$ cat src/rtl/bcd2bin_seq.sv
// bcd2bin_seq: sequential two-digit BCD to 6-bit binary converter (0..59).
// Reverse double-dabble, one shift-and-correct step per clock, start/done handshake.
// Optional build macro BCD2BIN_SAT_EN: illegal digits saturate binary to
// MAX_TENS*10+9 instead of 0 (err=1 in both builds).
module bcd2bin_seq #(
  parameter int MAX_TENS = 5,
  parameter int STEPS    = 7
) (
  input  logic       clk,
  input  logic       rst_n,
  input  logic       start,
  input  logic [3:0] bcd_h,
  input  logic [3:0] bcd_l,
  output logic [5:0] binary,
  output logic       busy,
  output logic       done,
  output logic       err
);

  typedef enum logic [1:0] {IDLE, CONV, DONE} state_t;

  localparam logic [3:0] TENS_MAX  = 4'(MAX_TENS);
  localparam logic [2:0] LAST_STEP = 3'(STEPS - 1);
`ifdef BCD2BIN_SAT_EN
  localparam logic [5:0] ILLEGAL_VAL = 6'(MAX_TENS * 10 + 9);
`else
  localparam logic [5:0] ILLEGAL_VAL = '0;
`endif

  state_t      state, state_nx;
  logic [14:0] sreg;
  logic [14:0] sreg_step;
  logic [2:0]  cnt;
  logic        legal;

  // Digit legality, evaluated against the live inputs at capture time.
  always_comb begin
    legal = (bcd_l <= 4'd9) && (bcd_h <= TENS_MAX);
  end

  // One reverse double-dabble step: shift right, then correct each BCD nibble.
  always_comb begin
    sreg_step = sreg >> 1;
    if (sreg_step[14:11] >= 4'd8) sreg_step[14:11] = sreg_step[14:11] - 4'd3;
    if (sreg_step[10:7]  >= 4'd8) sreg_step[10:7]  = sreg_step[10:7]  - 4'd3;
  end

  // State register.
  always_ff @(posedge clk) begin
    if (!rst_n) state <= IDLE;
    else        state <= state_nx;
  end

  // Next-state logic and handshake outputs.
  always_comb begin
    state_nx = state;
    busy     = 1'b0;
    done     = 1'b0;
    case (state)
      IDLE: begin
        if (start) state_nx = legal ? CONV : DONE;
      end
      CONV: begin
        busy = 1'b1;
        if (cnt == LAST_STEP) state_nx = DONE;
      end
      DONE: begin
        done     = 1'b1;
        state_nx = IDLE;
      end
      default: state_nx = IDLE;
    endcase
  end

  // Datapath: capture, step, and result/err update on entry to DONE.
  always_ff @(posedge clk) begin
    if (!rst_n) begin
      sreg   <= '0;
      cnt    <= '0;
      binary <= '0;
      err    <= 1'b0;
    end else begin
      case (state)
        IDLE: begin
          if (start) begin
            if (legal) begin
              sreg <= {bcd_h, bcd_l, 7'b0};
              cnt  <= '0;
              err  <= 1'b0;
            end else begin
              err    <= 1'b1;
              binary <= ILLEGAL_VAL;
            end
          end
        end
        CONV: begin
          sreg <= sreg_step;
          cnt  <= cnt + 3'd1;
          if (cnt == LAST_STEP) binary <= sreg_step[5:0];
        end
        default: ;
      endcase
    end
  end

endmodule

$ cat config.mk
export PLATFORM = sky130hd
export DESIGN_NAME = bcd2bin_seq
export DESIGN_NICKNAME = d
export VERILOG_FILES = /design/src/rtl/bcd2bin_seq.sv
export SDC_FILE = /design/constraint.sdc
export NUM_CORES = 1
export LEC_CHECK = 0
export BUFFER_PORTS_ARGS = -buffer_cell sky130_fd_sc_hd__buf_2
export CORE_MARGIN = 8
export CORE_UTILIZATION = 30
export CTS_BUF_LIST = sky130_fd_sc_hd__clkbuf_8
export DETAILED_ROUTE_END_ITERATION = 10
export HOLD_SLACK_MARGIN = 0.1
export RECOVER_POWER = 100
export SKIP_CTS_REPAIR_TIMING = 1
export SLEW_MARGIN = 20
export SYNTH_ARGS = -nofsm -noshare
export SYNTH_HDL_FRONTEND = slang
export SYNTH_SLANG_ARGS = --single-unit
export TNS_END_PERCENT = 5
$ cat constraint.sdc
create_clock -name clk -period 3.44 [get_ports clk]
set_clock_uncertainty 0.2 [all_clocks]
set_input_delay 0 -clock clk [delete_from_list [all_inputs] [get_ports clk]]
set_output_delay 0 -clock clk [all_outputs]
set_load 0.05 [all_outputs]
### After elaboration in Yosys (flattened, before gate mapping)

Index checks and enable logic that the tools add are counted.

* memories: 0
* memory bits (writable): 0
* bits in latches: 0
* output and inout bits: 9
* ROM bits: 0
* register bits: 27
* word-level logic and storage cells: 45
* bits of input ports: 11

* bitwise logic cells: 0
* magnitude comparators: 4
* multiply operators: 0
* $add $sub $neg: 3
* reductions and logical operators: 7
* mux-type cells: 19
* shift operators: 0
* divide/modulo/power cells: 0
* equality and inequality tests: 7

Operator list (count)
* two-way mux 15 bit: 2
* one-hot mux 15 bit (2 select lines): 1
* two-way mux 6 bit: 3
* one-hot mux 6 bit (2 select lines): 1
* two-way mux 4 bit: 2
* != test 2 bit (second input constant): 4
* two-way mux 2 bit: 3
* two-way mux 3 bit: 2
* one-hot mux 3 bit (2 select lines): 1
* greater-or-equal comparator 3 x 4 -> 1 bit (second input constant): 1
* greater-or-equal comparator 4 bit (second input constant): 1
* <= comparator 4 x 3 -> 1 bit (second input constant): 1
* <= comparator 4 bit (second input constant): 1
* one-hot mux 2 bit (2 select lines): 1
* AND reduction 2 bit: 2
* AND reduction 4 bit: 1
* subtractor 3 x 2 -> 4 bit (second input constant): 1
* subtractor 4 x 2 -> 4 bit (second input constant): 1
* adder 3 x 1 -> 3 bit (second input constant): 1
* equality test 3 bit (second input constant): 1
* two-way mux 1 bit: 3
* AND reduction 3 bit: 1
* equality test 2 x 1 -> 1 bit (second input constant): 1
* equality test 2 bit (second input constant): 1
* 3 further kinds: 3

### Longest topological paths before layout

* depth in word-level cells: 5
* gate-level depth with buffers: 8
* depth with buffers taken out: 6

### Least setup slack after synthesis

Ideal clock, no wire load.

* kind: register to output
* start: reg state[1]
* end: out done
* required time: 3240 ps
* path buffers: 2
* slack: 1808 ps
* stages on the path, launching flop included: 4
* data arrival time: 1432 ps
* cells stage by stage: dfxtp_1 buf_4 clkbuf_1 nor2b_1

* longest elaborated chain between the ends: 2

RTL lines
* start, declared: RTL line 30 `state_t state, state_nx;`
* start signal, assigned: RTL line 51 `else state <= state_nx;`
* equality test 2 bit: RTL line 59 `case (state)`
* two-way mux 1 bit: RTL line 59
* end, declared: RTL line 16 `output logic done,`

No other way between the ends.

### Worst setup path in the final report

* start: reg state[1]
* end: reg sreg[13]

* longest elaborated chain between the ends: 3
* elaborated cells between the ends (all ways): 7
* classes of those cells: 3 x eq/ne; 1 x mux; 3 x reduce/logical

RTL lines
* zero test 2 bit / equality test 2 x 1 -> 1 bit (equally long branches): RTL line 83 `case (state)`
* != test 2 bit (no line) / nonzero test 2 bit (equally long branches)
* AND reduction 3 bit (no line)
* end signal, assigned: RTL line 87 `sreg <= {bcd_h, bcd_l, 7'b0};`
* end signal, assigned: RTL line 97 `sreg <= sreg_step;`
* end, declared: RTL line 31 `logic [14:0] sreg;`

Parallel ways exist; a longest one is shown, timed or not.
A chain may end at the register's enable or synchronous reset.

==> reports/results.tsv <==
stage	metric	value	unit
timing	totalNegativeSetupSlack	0	ns
place	dp_hpwl	1.97	mm
timing	grt_setup_unrepaired	false	
place	gp_congestion	0.752	
setup_path	critical_path.reg2reg.startpoint	state[1]	
setup_path	r2r-end	sreg[13]	
min_path	min_delay_path_depth	1	
synth	synthTopCellsByArea	sky130_fd_sc_hd__dfxtp_1 (41%), sky130_fd_sc_hd__nor2b_1 (5.5%), sky130_fd_sc_hd__o21ai_0 (5.2%), sky130_fd_sc_hd__nor3b_1 (4.2%), sky130_fd_sc_hd__ha_1 (4.0%)	
clocking	clk-insertion-delay-late	0.27	ns
place	buffer_ports.inserted	19	
timing	post-route-min-period	3.04	ns
setup_path	worst_path_most_repeated_cell	sky130_fd_sc_hd__dlygate4sd3_1	
floorplan	core-area	4030	µm²
synth	synth_cells	138	
setup_path	worstPathRequired	3.40	ns
pwr	power_density	412	nW/µm²
setup_path	worst_ep_arrival_time	3.01	ns
run_status	status	completed	
route	detailedRoute.firstPassIterationCount	4	
clocking	max-clock-path-buffers	2	
clocking	ctsRootBufferMaster	sky130_fd_sc_hd__clkbuf_8	
timing	fmax	328	MHz
grt	grt_first_pass_wirelength	4.57	mm
cells_and_area	multiInputGateArea	633	µm²
cells_and_area	final_area	1610	µm²
setup_path	worstRegToRegCells	6	
setup_path	reg2reg_setup_slack	0.40	ns
setup_path	worstPathBufferInverterCount	2	
floorplan	io-pin-count	20	
cells_and_area	num-fill-cells	412	
place	pre_cts_ws	1.41	ns
route	initialDrtViolationCount	65	
min_path	hold_path_class	reg2reg	
floorplan	die_x	80.7	µm
setup_path	critPathTopFamily	buffers and inverters	
setup_path	crit_fanout	17	
cells_and_area	sequential_cell_area	520	µm²
timing	post-route-period-util	88.5	%
cells_and_area	insertedDiodeCount	0	
setup_path	path_cells	nand2b_1 -> mux2_2 -> nand2_1 -> dlygate4sd3_1 -> o21ai_0 -> dlygate4sd3_1	
floorplan	die_area	6520	µm²
route	postRouteWirelength	2.92	mm
clocking	numCtsBuffers	3	
floorplan	rows	23	
pwr	power_leakage	0.000602	µW
min_path	worstHoldEndpoint	sreg[14]	
synth	yosys.area.top_type	sky130_fd_sc_hd__dfxtp_1	
grt	gr-total-overflow	0	
synth	post_synth_num_cell_types	34	
grt	antenna_found_initial	0	
min_path	worst_hold_startpoint	sreg[14]	
flow_run	max_cap_violations	0	
pwr	peakVddDrop	196	µV
timing	worst_pin_slew	0.616	ns
cells_and_area	layout-area-overhead-vs-synth	27.7	%
setup_path	critical_path.startpoint_type	register	
timing	finalMaxSlewViolations	0	
synth	synth_top_cell_area_share	41.4	%
synth	postSynthNetCount	153	
floorplan	die_height	80.7	µm
setup_path	timing.critical_path.to_type	register	
synth	synth_area	1260	µm²
setup_path	worst_path_max_delay_cell	sky130_fd_sc_hd__dfxtp_1	
grt	pin_count_of_the_biggest_net_entering_global_routing	32	
clocking	clk_transition_reported_paths	0.09	ns
timing	slew_headroom	59.1	%
place	placement.cell_area	1350	µm²
grt	number_of_global_route_vias_before_repair	1033	
synth	yosysWarningCount	0	
route	detailroute.via_count	1096	
clocking	clock_sinks	26	
cells_and_area	fin_util	39.8	%
grt	grt_util_all_layers	8.71	%
setup_path	setup.worst_path.class	reg2reg	
route	route.antenna.remaining_nets	0	
cells_and_area	final_layout_size_suffix_gt1_share	12.1	%
route	wire_per_inst	13.1	µm
timing	hold_slack	0.291	ns
timing	final.setup.worst_slack	0.396	ns
synth	average_size_of_a_mapped_cell	9.11	µm²
synth	postSynthRegisterBits	26	
floorplan	initial_utilization	31.2	%
route	drt_drc_violations_left	0	
setup_path	cp_slowest_stage_delay	0.64	ns
timing	setup_violations	0	
route	drt-vias-per-instance	4.91	
cells_and_area	nNetsFinal	189	
clocking	cts_htree_levels	1	
timing	timing.final.hold_violations	0	
clocking	clock_tree_from_tritoncts	done	
synth	ys_seq_area_share	41.4	%
[sequential cells by signal, indices dropped and copies added (netlist names)]
| register | count |
|---|---|
| binary | 6 |
| cnt | 3 |
| err | 1 |
| sreg | 14 |
| state | 2 |
[layer usage]
layer | track usage [%] | up-vias | wire [µm]
li1 | - | 556 | -
met1 | 10.1 | 508 | 1390
met2 | 14.1 | 27 | 1290
met3 | 4.19 | 5 | 220
met4 | 2.14 | 0 | 18
met5 | 0 | - | 0
[power breakdown]
group	leakage, µW	internal [µW]	switching [µW]
Combinational	0.000356	42.9	48.6
Clock	0.0000357	156	94.7
Sequential	0.000211	309	10.5
[placed cells by master, fill, tap and decap left out]
cell type / count
sky130_fd_sc_hd__nand2b_1: 2
sky130_fd_sc_hd__a22oi_1: 6
sky130_fd_sc_hd__clkbuf_8: 3
sky130_fd_sc_hd__and3_1: 1
sky130_fd_sc_hd__clkbuf_1: 9
sky130_fd_sc_hd__o21ai_0: 14
sky130_fd_sc_hd__o21ai_1: 1
sky130_fd_sc_hd__o211a_1: 1
sky130_fd_sc_hd__dlygate4sd3_1: 21
sky130_fd_sc_hd__nand2_1: 7
sky130_fd_sc_hd__nor3b_1: 7
sky130_fd_sc_hd__nor2b_1: 11
sky130_fd_sc_hd__a31oi_1: 1
sky130_fd_sc_hd__bufinv_16: 1
sky130_fd_sc_hd__nor2_1: 10
sky130_fd_sc_hd__dfxtp_1: 26
sky130_fd_sc_hd__nor3_1: 1
sky130_fd_sc_hd__ha_1: 4
sky130_fd_sc_hd__mux2_2: 3
sky130_fd_sc_hd__nand3b_1: 1
sky130_fd_sc_hd__nand3_1: 8
sky130_fd_sc_hd__o211ai_1: 3
sky130_fd_sc_hd__a21oi_1: 9
sky130_fd_sc_hd__a21boi_2: 1
sky130_fd_sc_hd__xnor2_1: 2
sky130_fd_sc_hd__a311oi_1: 1
sky130_fd_sc_hd__inv_6: 1
sky130_fd_sc_hd__buf_2: 10
sky130_fd_sc_hd__a211oi_2: 1
sky130_fd_sc_hd__a31oi_4: 1
sky130_fd_sc_hd__inv_1: 4
sky130_fd_sc_hd__a211o_1: 1
sky130_fd_sc_hd__and3b_1: 1
[Yosys cell counts (all sizes together)]
| master | count |
|---|---|
| o211a | 1 |
| a211o | 1 |
| and3b | 1 |
| nand2 | 7 |
| nand2b | 2 |
| xnor2 | 2 |
| buf | 5 |
| and3 | 1 |
| clkbuf | 4 |
| mux2 | 3 |
| ha | 4 |
| inv | 5 |
| a311oi | 1 |
| a31oi | 2 |
| dfxtp | 26 |
| o21ai | 15 |
| nand3b | 1 |
| a211oi | 1 |
| nor2b | 11 |
| nor2 | 10 |
| nor3b | 7 |
| nand3 | 8 |
| o211ai | 3 |
| nor3 | 1 |
| a22oi | 6 |
| a21boi | 1 |
| a21oi | 9 |
[area by class of cell]
class                      instances  share of cell area, %
clock buffer                       3                   2.57
clock inverter                     1                   1.87
inverter                           5                   1.48
multi-input combinational         98                   39.4
sequential                        26                   32.4
tap                               50                   3.90
timing repair buffer              40                   18.3
[cells by family after synthesis]
| kind of cell | after synthesis | share of synthesized area, % |
|---|---|---|
| muxes | 3 | 2.69 |
| buffers and inverters | 14 | 6.96 |
| DFF | 26 | 41.4 |
| adders and majority gates | 4 | 3.98 |
| AOI/OAI and AO/OA | 40 | 21.5 |
| and+or+nand+nor | 49 | 22.1 |
| xor gates and xnor gates | 2 | 1.39 |
[stage by stage]
| stage | total power [µW] | cells |
|---|---|---|
| 6_report | 662 | 223 |
| 5_1_grt | 698 | 223 |
| 4_1_cts | 650 | 202 |
| 3_5_place_dp | 399 | 198 |
| 3_3_place_gp | 396 | 198 |
| 2_1_floorplan | 385 | 138 |
[worst max path at each step]
stage / start / endpoint / slack (ns) / cells after the start
4_1_cts: state[1] / sreg[1] / 1.38 / 5
5_1_grt: state[1] / sreg[13] / 0.22 / 6
2_1_floorplan: state[1] / done / 1.81 / 3
3_3_place_gp: state[1] / sreg[1] / 1.50 / 5
6_report: state[1] / sreg[13] / 0.40 / 6
3_5_place_dp: state[1] / sreg[1] / 1.41 / 5
No activity file was read; power rests on OpenSTA's default activity.
